File: config.mk
export PLATFORM = sky130hd
export DESIGN_NAME = lsu_mem_ctrl
export DESIGN_NICKNAME = d
export VERILOG_FILES = /design/src/rtl/lsu_pkg.sv /design/src/rtl/lsu_store_align.sv /design/src/rtl/lsu_mem_ctrl.sv
export SDC_FILE = /design/constraint.sdc
export NUM_CORES = 1
export LEC_CHECK = 0
export CAP_MARGIN = 5
export CORE_UTILIZATION = 30
export CTS_CLUSTER_DIAMETER = 60
export DETAILED_ROUTE_END_ITERATION = 10
export PLACE_DENSITY = 0.57
export SETUP_SLACK_MARGIN = 0.05
export SYNTH_ARGS = -nofsm -noshare
export SYNTH_HDL_FRONTEND = slang
export SYNTH_SLANG_ARGS = --single-unit
export TNS_END_PERCENT = 10
File: constraint.sdc
create_clock -name i_clk -period 3.5 [get_ports i_clk]
set_input_delay 0.7 -clock i_clk [delete_from_list [all_inputs] [get_ports i_clk]]
set_output_delay 0.7 -clock i_clk [all_outputs]
set_load 0.01 [all_outputs]
File: src/rtl/lsu_pkg.sv
// Shared types for the load/store unit: access size encoding (also used by
// ld_data_rewrite), controller FSM states and default geometry.
package lsu_pkg;

    // Access size select carried from decode through to load rewrite.
    typedef enum logic [2:0] {
        SZ_B  = 3'd0,
        SZ_H  = 3'd1,
        SZ_W  = 3'd2,
        SZ_BU = 3'd3,
        SZ_HU = 3'd4
    } lsu_size_e;

    // Controller states: idle/accepting, waiting on memory, response pulse.
    typedef enum logic [1:0] {
        ST_IDLE = 2'd0,
        ST_MEM  = 2'd1,
        ST_RESP = 2'd2
    } lsu_state_e;

    localparam int LSU_TIMEOUT_CYCLES = 8;
    localparam int LSU_ADDR_W         = 16;

endpackage

File: src/rtl/lsu_store_align.sv
// Combinational store lane steering: byte enables and replicated write data
// for the low address bits, plus an alignment/size legality flag.
module lsu_store_align
    import lsu_pkg::*;
(
    input  logic [1:0]  i_addr_lo,
    input  logic [2:0]  i_size,
    input  logic [31:0] i_st_data,
    output logic [3:0]  o_bmask,
    output logic [31:0] o_wdata,
    output logic        o_misaligned
);

    // Replicate the significant store bytes across the word; memory picks
    // the lanes with the byte mask, so no shifting is needed.
    always_comb begin
        o_bmask      = 4'b0000;
        o_wdata      = 32'h0;
        o_misaligned = 1'b0;
        case (i_size)
            SZ_B, SZ_BU: begin
                o_bmask = 4'b0001 << i_addr_lo;
                o_wdata = {4{i_st_data[7:0]}};
            end
            SZ_H, SZ_HU: begin
                o_misaligned = i_addr_lo[0];
                o_bmask      = i_addr_lo[1] ? 4'b1100 : 4'b0011;
                o_wdata      = {2{i_st_data[15:0]}};
            end
            SZ_W: begin
                o_misaligned = (i_addr_lo != 2'b00);
                o_bmask      = 4'b1111;
                o_wdata      = i_st_data;
            end
            default: o_misaligned = 1'b1;
        endcase
    end

endmodule

File: src/rtl/lsu_mem_ctrl.sv
// Load/store access controller between the MEM stage and synchronous data
// memory. Handshakes:
//   request : accepted on i_req_valid & o_req_ready (ready only in IDLE);
//             request fields are sampled only on that edge.
//   memory  : o_mem_req held with stable addr/we/bmask/wdata until an edge
//             with i_mem_ack high; i_mem_ack is ignored outside MEM.
//   response: o_rsp_valid is a single-cycle pulse, no back-pressure.
module lsu_mem_ctrl
    import lsu_pkg::*;
#(
    parameter int ADDR_W         = LSU_ADDR_W,
    parameter int TIMEOUT_CYCLES = LSU_TIMEOUT_CYCLES
)(
    input  logic              i_clk,
    input  logic              i_rst_n,
    input  logic              i_req_valid,
    output logic              o_req_ready,
    input  logic              i_lsu_wren,
    input  logic [31:0]       i_lsu_addr,
    input  logic [31:0]       i_st_data,
    input  logic [2:0]        i_size_sel,
    output logic              o_stall,
    output logic              o_mem_req,
    output logic              o_mem_we,
    output logic [ADDR_W-1:0] o_mem_addr,
    output logic [3:0]        o_mem_bmask,
    output logic [31:0]       o_mem_wdata,
    input  logic              i_mem_ack,
    input  logic [31:0]       i_mem_rdata,
    output logic              o_rsp_valid,
    output logic [31:0]       o_ld_data,
    output logic [1:0]        o_segment_lsu_addr,
    output logic [2:0]        o_rewrite_sel,
    output logic              o_misaligned,
    output logic              o_timeout,
    output lsu_state_e        o_dbg_state
);

    localparam int               CNT_W    = $clog2(TIMEOUT_CYCLES);
    localparam logic [CNT_W-1:0] CNT_LAST = CNT_W'(TIMEOUT_CYCLES - 1);

    lsu_state_e         state_q, state_d;
    logic               wren_q;
    logic [ADDR_W+1:0]  addr_q;
    logic [2:0]         size_q;
    logic [3:0]         bmask_q;
    logic [31:0]        wdata_q;
    logic [CNT_W-1:0]   cnt_q;
    logic [31:0]        ld_data_q;
    logic               mis_q;
    logic               tmo_q;

    logic [3:0]         al_bmask;
    logic [31:0]        al_wdata;
    logic               al_mis;
    logic               accept;
    logic               illegal;
    logic               cnt_done;

    // Address bits above the memory window never reach the memory.
    logic               unused_addr_hi;
    assign unused_addr_hi = ^i_lsu_addr[31:ADDR_W+2];

    lsu_store_align u_align (
        .i_addr_lo    (i_lsu_addr[1:0]),
        .i_size       (i_size_sel),
        .i_st_data    (i_st_data),
        .o_bmask      (al_bmask),
        .o_wdata      (al_wdata),
        .o_misaligned (al_mis)
    );

    assign accept   = i_req_valid & (state_q == ST_IDLE);
    // Unsigned sizes have no store form, so they are rejected for stores.
    assign illegal  = al_mis | (i_lsu_wren & ((i_size_sel == SZ_BU) | (i_size_sel == SZ_HU)));
    assign cnt_done = (cnt_q == CNT_LAST);

    // State register.
    always_ff @(posedge i_clk or negedge i_rst_n) begin
        if (!i_rst_n) begin
            state_q <= ST_IDLE;
        end else begin
            state_q <= state_d;
        end
    end

    // Next state: illegal requests skip memory; ack beats a same-edge timeout.
    always_comb begin
        state_d = state_q;
        case (state_q)
            ST_IDLE: begin
                if (accept) begin
                    state_d = illegal ? ST_RESP : ST_MEM;
                end
            end
            ST_MEM: begin
                if (i_mem_ack || cnt_done) begin
                    state_d = ST_RESP;
                end
            end
            ST_RESP: state_d = ST_IDLE;
            default: state_d = ST_IDLE;
        endcase
    end

    // Outputs decoded from state; memory fields are driven only while requesting.
    always_comb begin
        o_req_ready = 1'b0;
        o_stall     = 1'b1;
        o_mem_req   = 1'b0;
        o_mem_we    = 1'b0;
        o_mem_addr  = '0;
        o_mem_bmask = 4'b0000;
        o_mem_wdata = 32'h0;
        o_rsp_valid = 1'b0;
        case (state_q)
            ST_IDLE: begin
                o_req_ready = 1'b1;
                o_stall     = 1'b0;
            end
            ST_MEM: begin
                o_mem_req   = 1'b1;
                o_mem_we    = wren_q;
                o_mem_addr  = addr_q[ADDR_W+1:2];
                o_mem_bmask = bmask_q;
                o_mem_wdata = wdata_q;
            end
            ST_RESP: o_rsp_valid = 1'b1;
            default: ;
        endcase
    end

    // Request latch on accept, then read capture / timeout counting in MEM.
    always_ff @(posedge i_clk or negedge i_rst_n) begin
        if (!i_rst_n) begin
            wren_q    <= 1'b0;
            addr_q    <= '0;
            size_q    <= 3'd0;
            bmask_q   <= 4'b0000;
            wdata_q   <= 32'h0;
            cnt_q     <= '0;
            ld_data_q <= 32'h0;
            mis_q     <= 1'b0;
            tmo_q     <= 1'b0;
        end else if (accept) begin
            wren_q    <= i_lsu_wren;
            addr_q    <= i_lsu_addr[ADDR_W+1:0];
            size_q    <= i_size_sel;
            bmask_q   <= i_lsu_wren ? al_bmask : 4'b1111;
            wdata_q   <= i_lsu_wren ? al_wdata : 32'h0;
            cnt_q     <= '0;
            ld_data_q <= 32'h0;
            mis_q     <= illegal;
            tmo_q     <= 1'b0;
        end else if (state_q == ST_MEM) begin
            if (i_mem_ack) begin
                if (!wren_q) begin
                    ld_data_q <= i_mem_rdata;
                end
            end else if (cnt_done) begin
                tmo_q <= 1'b1;
            end else begin
                cnt_q <= cnt_q + 1'b1;
            end
        end
    end

    assign o_ld_data          = ld_data_q;
    assign o_segment_lsu_addr = addr_q[1:0];
    assign o_rewrite_sel      = size_q;
    assign o_misaligned       = mis_q;
    assign o_timeout          = tmo_q;
    assign o_dbg_state        = state_q;

endmodule

# Word level (Yosys, flattened, before mapping)
# Cells that the tools add are included.
# word_totals
ff_bits	97
input_bits	104
out_inout_bits	98
word_cells	71
# classes
addsub	1
eq_ne	12
shift	1
muxes	30
bitwise	4
reduce_logical	13
# ops
op	count
32-bit two-way mux	6
32-bit one-hot mux with 3 select lines	1
16-bit two-way mux	1
3-bit two-way mux	4
4-bit two-way mux	3
4-bit one-hot mux with 3 select lines	1
1-bit two-way mux	9
3-bit AND reduction	3
2-bit nonzero test	4
3-bit by 2-bit equality test with 1-bit output, second input constant	2
3-bit equality test, second input constant	2
2-bit two-way mux	3
2-bit inequality test, second input constant	3
2-bit by 1-bit inequality test with 1-bit output, second input constant	2
2-bit one-hot mux with 2 select lines	1
2-bit OR reduction	2
1-bit by 2-bit << shifter with 4-bit output, first input constant	1
3-bit by 1-bit adder with 3-bit output, second input constant	1
3-bit by 1-bit equality test with 1-bit output, second input constant	1
3-bit logical NOT	1
1-bit one-hot mux with 3 select lines	1
1-bit bitwise AND	2
2-bit by 1-bit equality test with 1-bit output, second input constant	1
2-bit equality test, second input constant	1
4 further kinds	5

# Depth between registers and ports, before layout
# Gate-level depths: netlist (run 1).
# logic_depth
depth_word	7
ltp_mapped	6
ltp_nobuf	5

# Modules after synthesis
# A second synthesis (run 1) with hierarchy kept.
# hier_totals
hier_cells	543
area_unflattened_um2	5069.9
# modules_own_cells
mod	instances	cells_each	area_per_inst_um2
lsu_mem_ctrl	1	420	4202.8
lsu_store_align	1	123	867.1

# Worst setup path after synthesis (run 1)
# No wires, ideal clock.
# synth_path
kind	register -> output
startpoint	register state_q[1] (netlist: o_dbg_state[1])
endpoint	output port o_mem_addr[10]
arrival_time_ps	1331
required_ps	2800
setup_slack_ps	1469
stages_incl_launch_ff	5
path_buffers	1
cell_sequence	dfrtp_1 > nand2b_2 > inv_1 > clkbuf_1 > and2_1
# synth_via
elab_chain_cells	2
# synth_lines
element	line	rtl
start, declared	lsu_mem_ctrl.sv:42	lsu_state_e state_q, state_d;
start signal, assigned	lsu_mem_ctrl.sv:83	state_q <= state_d;
2-bit by 1-bit equality test with 1-bit output	lsu_mem_ctrl.sv:116	case (state_q)
16-bit two-way mux	lsu_mem_ctrl.sv:116	
end, declared	lsu_mem_ctrl.sv:25	output logic [ADDR_W-1:0] o_mem_addr,
# No other way between the ends.

# Worst setup path in the final report (run 1)
# layout_path
startpoint	register state_q[1] (netlist: o_dbg_state[1])
endpoint	output port o_mem_wdata[8]
# layout_via
elab_chain_cells	2
# layout_lines
element	line	rtl
2-bit by 1-bit equality test with 1-bit output	lsu_mem_ctrl.sv:116	
32-bit two-way mux	lsu_mem_ctrl.sv:116	
end, declared	lsu_mem_ctrl.sv:27	output logic [31:0] o_mem_wdata,
# No other way between the ends.

==> results_dict.tcl, run 1 <==
set metrics [dict create \
    grt_overflow_total 0 \
    diodes 0 \
    grtUsageTotal_pct 17.7 \
    final.hold.worst_slack_ns 0.341 \
    seq_power_share_pct 42.1 \
    detailedPlacementHpwl_um 9860 \
    fill_cells 1518 \
    ffs_w_async_s_r_synth_pct 100 \
    total_power_mw 3.61 \
    place.gp.congestion 0.776 \
    detailroute.via_count 4173 \
    detail_route.drc_violations 0 \
    netlist-cell-type-count 42 \
    power_switching_mw 1.16 \
    min_path_type "in2async" \
    peakVddDrop_mv 0.212 \
    run_status "completed" \
    routedWlPerCell_um 16.2 \
    setup_repair_after_global_routing_missed_its_margin "no" \
    place_area_um2 6820 \
    internal_portion_of_total_power_mw 2.45 \
    io_pins 202 \
    clock-root-buffer "sky130_fd_sc_hd__clkbuf_16" \
    drt_first_pass_iters 4 \
    timing.critical_path.required_ns 2.80 \
    part_of_the_power_in_the_clock_network_pct 26.6 \
    worst_pin_slew_ns 0.736 \
    timing.final.crit_period_ns 2.96 \
    syn-mean-instance-area_um2 9.98 \
    startpoint_kind_of_the_worst_setup_timing_path "flip-flop" \
    summed_instance_area_of_the_synthesized_netlist_um2 4760 \
    critical_path.endpoint_type "output pin" \
    initialDrtViolationCount 236 \
    maximum_single_stage_delay_on_the_critical_path_ns 0.56 \
    cts_repair_resize_count 0 \
    grt_first_pass_wirelength_um 22300 \
    area.growth.synth_to_final_pct 49.2 \
    die_area_um2 16400 \
    leakagePower_nw 3.12 \
    synth_top_cells_by_count "sky130_fd_sc_hd__nand2_1 (100), sky130_fd_sc_hd__dfrtp_1 (97), sky130_fd_sc_hd__a22o_1 (57)" \
    critical_path.slowest_cell "sky130_fd_sc_hd__clkdlybuf4s50_1" \
    final_core_util_pct 46.2 \
    antenna_found_initial 0 \
    yosys.cell_count.top_type "sky130_fd_sc_hd__nand2_1" \
    worstPathCellList "nand2b_2 -> inv_1 -> buf_4 -> and2_1 -> clkdlybuf4s50_1" \
    cts_setup_buffers 0 \
    synth_top_area_cell "sky130_fd_sc_hd__dfrtp_1" \
    postSynth.topFlopCell "sky130_fd_sc_hd__dfrtp_1" \
    netlist.area_leader.share_pct 51.0 \
    max_freq_ghz 0.338 \
    switching_share_pct 32.1 \
    grtUsageMet3_pct 2.71 \
    dpl.cell_count 850 \
    yosys_register_bits 97 \
    first_global_vias 4154 \
    design_area_um2 7110 \
    route.antenna.remaining_nets 0 \
    power.density_cell_area_nw_per_um2 508 \
    io_buffer_count 187 \
    synth-edff-count 0 \
    synth_seq_area_share_pct 51.0 \
    ctsHoldBuffers 0 \
    timing.critical_path.arrival_ns 2.26 \
    synthesis.instances 477 \
    cts_buffers 9 \
    globalRoute.busiestLayer "met2" \
    maxSlewViolCount 0 \
    synth_area_leaders "sky130_fd_sc_hd__dfrtp_1 (51%), sky130_fd_sc_hd__a22o_1 (10%), sky130_fd_sc_hd__nand2_1 (7.9%), sky130_fd_sc_hd__and2_1 (7.0%), sky130_fd_sc_hd__o21ai_0 (3.2%)" \
    synth.yosys.warnings 0 \
    combinationalPowerShare_pct 31.3 \
    tritoncts "built" \
    coreArea_um2 15400 \
    clock_tree.buffer_depth 2 \
    detailedPlace.worstSlack_ns 0.655 \
    worstSetupPathType "reg2out" \
    syn_nets 583 \
    slew_headroom_pct 50.8 \
    post_route_cells_drive_above_1_share_pct 6.72 \
    grtUsageMet2_pct 28.5 \
    final_min_period_over_clock_period_pct 84.5 \
    worstPathMaxFanout 29 \
    floorplan.die.width_um 128 \
    cap_viol_max_count 0 \
    rows 45 \
    clk_pin_slew_ns 0.07 \
    final_net_count 756 \
    hold_violations 0 \
    cts_sinks 97 \
    floorplan.initialDensity_pct 31.0 \
    die_y_um 128 \
    htree_levels 3 \
    grt.met1_usage_pct 24.1 \
    wirelength_um 14000 \
    post_drt_via_cell_ratio 4.82 \
    finClkSkew_ns 0.00945 \
    post_layout_worst_setup_margin_ns 0.543 \
    grt_start_max_net_pins 58 \
    instances_no_fill 866 \
    clock_network_latency_to_the_later_pin_of_the_worst_skew_pair_ns 0.35 \
    fin_setup_tns_ns 0 \
    finalSetupViolCount 0 \
]
==> logic make-up after synthesis <==
logic type | after synthesis | synth area share, %
adders and majority gates | 2 | 0.525
xor gates and xnor gates | 2 | 0.762
DFF | 97 | 51.0
buffers and inverters | 42 | 4.44
AOI/OAI and AO/OA | 117 | 18.6
and+or+nand+nor | 205 | 22.2
muxes | 12 | 2.52
==> layer usage <==
layer  share of wire, %  vias up
met2                 48      115
li1                   -     2015
met5                  0        -
met3                4.5       13
met1                 46     2030
met4                1.5        0
==> critical path, delay by kind of cell, from the launching register on <==
family / cells / cell delay, ns
flops: 1 / 0.48
buf+inv: 3 / 0.94
simple gates: 2 / 0.47
==> final cells by class <==
type / count / area [um^2] / area share [%]
multi-input cells: 338 / 2140 / 30.1
flip-flops and latches: 97 / 2430 / 34.2
clock inverters: 7 / 60.1 / 0.845
repair buffers: 199 / 1970 / 27.7
well taps: 211 / 264 / 3.71
inverters: 5 / 18.8 / 0.264
clock buffers: 9 / 225 / 3.17
==> worst paths after layout <==
path	from	cells past startpoint	to	slack [ns]
max	o_dbg_state[1]$_DFFE_PN0P_	5	o_mem_wdata[8]	0.54
min	i_rst_n	1	wdata_q[29]$_DFFE_PN0P_	0.34
max reg2reg	o_dbg_state[0]$_DFFE_PN0P_	4	wdata_q[26]$_DFFE_PN0P_	1.66
min reg2reg	addr_q[16]$_DFFE_PN0P_	2	addr_q[16]$_DFFE_PN0P_	0.47
max in group asynchronous	i_rst_n	2	wdata_q[11]$_DFFE_PN0P_	2.42
min in group i_clk	addr_q[16]$_DFFE_PN0P_	2	addr_q[16]$_DFFE_PN0P_	0.47
==> registers in the layout (all words and copies together), names as in the netlist <==
register	flops
wren_q	1
addr_q	18
o_rewrite_sel	3
o_ld_data	32
cnt_q	3
o_dbg_state	2
bmask_q	4
o_timeout	1
o_misaligned	1
wdata_q	32
==> layout by cell type, fill, tap and decap left out, types with 3 or more instances in the layout <==
cell                              netlist  routed
sky130_fd_sc_hd__a221oi_1               5       5
sky130_fd_sc_hd__a22o_1                57      57
sky130_fd_sc_hd__a22oi_1                8       8
sky130_fd_sc_hd__a31oi_1                4       4
sky130_fd_sc_hd__and2_1                53      53
sky130_fd_sc_hd__and3b_1                7       7
sky130_fd_sc_hd__buf_4                  5      12
sky130_fd_sc_hd__clkbuf_16              0       9
sky130_fd_sc_hd__clkdlybuf4s50_1        0     186
sky130_fd_sc_hd__clkinvlp_4             0       3
sky130_fd_sc_hd__dfrtp_1               97      97
sky130_fd_sc_hd__inv_1                  5       5
sky130_fd_sc_hd__inv_6                  0       3
sky130_fd_sc_hd__mux2i_1               12      12
sky130_fd_sc_hd__nand2_1              100      99
sky130_fd_sc_hd__nand2b_1               3       3
sky130_fd_sc_hd__nor2_1                15      14
sky130_fd_sc_hd__nor2b_1               10      10
sky130_fd_sc_hd__o21ai_0               30      30
sky130_fd_sc_hd__o21ai_1                4       4
==> power by group through the flow <==
stage / Clock [mW] / Sequential [mW] / Combinational [mW]
6_report: 0.961 / 1.52 / 1.13
5_1_grt: 1.04 / 1.56 / 1.25
4_1_cts: 0.997 / 1.52 / 1.15
3_5_place_dp: 0 / 1.54 / 1.15
3_3_place_gp: 0 / 1.53 / 1.13
2_1_floorplan: 0 / 1.54 / 0.547
(Power assumes the default switching activity.)
==> run 2, diff against run 1 <==
==> constraint.sdc (replaced) <==
create_clock -name i_clk -period 2.75 [get_ports i_clk]
set_input_delay 0.55 -clock i_clk [delete_from_list [all_inputs] [get_ports i_clk]]
set_output_delay 0.55 -clock i_clk [all_outputs]
set_load 0.01 [all_outputs]
==> results_dict.tcl, run 2 (synthesis results as in run 1) <==
set metrics [dict create \
    floorplan.initialDensity_pct 31.0 \
    timing.critical_path.arrival_ns 2.04 \
    htree_levels 3 \
    coreArea_um2 15400 \
    die_area_um2 16400 \
    drt_first_pass_iters 5 \
    final_net_count 763 \
    post_drt_via_cell_ratio 4.80 \
    grt_start_max_net_pins 67 \
    power.density_cell_area_nw_per_um2 638 \
    startpoint_kind_of_the_worst_setup_timing_path "flip-flop" \
    place.gp.congestion 0.780 \
    post_route_cells_drive_above_1_share_pct 7.41 \
    tritoncts "built" \
    grt_overflow_total 0 \
    fill_cells 1451 \
    finalSetupViolCount 0 \
    most_common_cell_after_layout_fill_and_taps_aside "sky130_fd_sc_hd__clkdlybuf4s50_1" \
    grt_first_pass_wirelength_um 23000 \
    final_min_period_over_clock_period_pct 94.3 \
    clk_pin_slew_ns 0.07 \
    fin_setup_tns_ns 0 \
    worst_pin_slew_ns 0.722 \
    io_buffer_count 187 \
    detailedPlacementHpwl_um 9930 \
    area.growth.synth_to_final_pct 51.1 \
    diodes 0 \
    timing.critical_path.required_ns 2.20 \
    slew_headroom_pct 51.8 \
    finClkSkew_ns 0.0101 \
    leakagePower_nw 3.17 \
    rows 45 \
    io_pins 202 \
    critical_path.endpoint_type "output pin" \
    clock_tree.buffer_depth 2 \
    first_global_vias 4298 \
    multi_input_comb_area_um2 2140 \
    setup_repair_after_global_routing_missed_its_margin "no" \
    clock-root-buffer "sky130_fd_sc_hd__clkbuf_16" \
    wirelength_um 14300 \
    antenna_found_initial 0 \
    peakVddDrop_mv 0.358 \
    cts_buffers 9 \
    worstSetupPathType "reg2out" \
    floorplan.die.width_um 128 \
    hold_violations 0 \
    detail_route.drc_violations 0 \
    timing.final.crit_period_ns 2.59 \
    final_core_util_pct 46.8 \
    die_y_um 128 \
    cap_viol_max_count 0 \
    run_status "completed" \
    maxSlewViolCount 0 \
    detailroute.via_count 4183 \
    clock_network_latency_to_the_later_pin_of_the_worst_skew_pair_ns 0.35 \
    sequential_area_um2 2430 \
    cts_sinks 97 \
    route.antenna.remaining_nets 0 \
    initialDrtViolationCount 270 \
    max_freq_ghz 0.386 \
    worstPathMaxFanout 24 \
    grtUsageTotal_pct 18.4 \
    layout_common_cells "sky130_fd_sc_hd__clkdlybuf4s50_1 (185), sky130_fd_sc_hd__nand2_1 (99), sky130_fd_sc_hd__dfrtp_1 (97)" \
    routedWlPerCell_um 16.4 \
    min_path_type "in2async" \
]
==> run 2: changes by cell type in the layout (fill, tap and decap cells not counted) <==
cell and delta:
sky130_fd_sc_hd__buf_12 +2, sky130_fd_sc_hd__buf_4 +4, sky130_fd_sc_hd__bufbuf_16 +1, sky130_fd_sc_hd__clkbuf_1 +2, sky130_fd_sc_hd__clkdlybuf4s50_1 -1, sky130_fd_sc_hd__clkinv_2 +1, sky130_fd_sc_hd__dlymetal6s2s_1 +1, sky130_fd_sc_hd__inv_1 -1
sky130_fd_sc_hd__inv_6 -2, sky130_fd_sc_hd__inv_8 -1, sky130_fd_sc_hd__nand2b_2 -1, sky130_fd_sc_hd__nand2b_4 +1
==> run 2: final timing paths <==
kind,slack (ns),endpoint,startpoint,depth (start not counted)
max,0.16,o_mem_wdata[22],o_dbg_state[1]$_DFFE_PN0P_,5
min,0.14,wdata_q[29]$_DFFE_PN0P_,i_rst_n,1
max reg2reg,0.60,wdata_q[28]$_DFFE_PN0P_,o_dbg_state[0]$_DFFE_PN0P_,5
min reg2reg,0.47,addr_q[3]$_DFFE_PN0P_,addr_q[3]$_DFFE_PN0P_,2
max in group asynchronous,1.89,o_ld_data[0]$_DFFE_PN0P_,i_rst_n,2
min in group i_clk,0.47,addr_q[3]$_DFFE_PN0P_,addr_q[3]$_DFFE_PN0P_,2
==> run 2: layout make-up <==
cell class              count  share of cell area (%)
clock buffers              11                    3.23
clock inverters             4                   0.400
inverters                   5                   0.313
multi-input cells         338                    29.8
flip-flops and latches     97                    33.7
well taps                 211                    3.67
repair buffers            206                    28.9
==> run 2: power breakdown <==
| group | internal (mW) | switching, mW | total (mW) |
|---|---|---|---|
| Sequential | 1.75 | 0.167 | 1.92 |
| Clock | 0.611 | 0.539 | 1.15 |
| Combinational | 0.791 | 0.732 | 1.52 |
| Total | 3.15 | 1.44 | 4.59 |
==> run 2: what timing repair did <==
action,4_1_cts,5_1_grt
setup buffers,1,0
hold buffers,0,0
cloned,1,0
pin swaps,0,0
endpoints found under the hold margin,0,0
setup endpoints to repair,28,1
gates resized for setup,2,1
==> run 2: routing by layer <==
layer	global-route usage [%]	share of wire, %	vias to the layer above
met5	0	0	-
met4	6.64	1.9	0
met3	3.71	5.3	17
met2	30.7	49	136
met1	23.5	44	2018
li1	-	-	2012
==> run 2: metrics by stage <==
| step | instances | worst slack (ns) | hold slack [ns] | instance area, um^2 | power, mW |
|---|---|---|---|---|---|
| global placement | 855 | 0.244 | 0.452 | 6870 | 3.41 |
| finish | 872 | 0.158 | 0.138 | 7200 | 4.59 |
| floorplan | 477 | 0.869 | 0.254 | 4760 | 2.66 |
| global route | 872 | 0.0533 | 0.168 | 7200 | 4.89 |
| CTS | 872 | 0.126 | 0.153 | 7190 | 4.67 |
| detailed placement | 855 | 0.206 | 0.455 | 6870 | 3.44 |
==> run 2: critical path, stage by stage (launching register included) <==
cell and delay (ns):
sky130_fd_sc_hd__dfrtp_1 0.38, sky130_fd_sc_hd__nand2b_4 0.18, sky130_fd_sc_hd__clkinvlp_4 0.13, sky130_fd_sc_hd__bufbuf_16 0.32
sky130_fd_sc_hd__and2_1 0.14, sky130_fd_sc_hd__clkdlybuf4s50_1 0.53
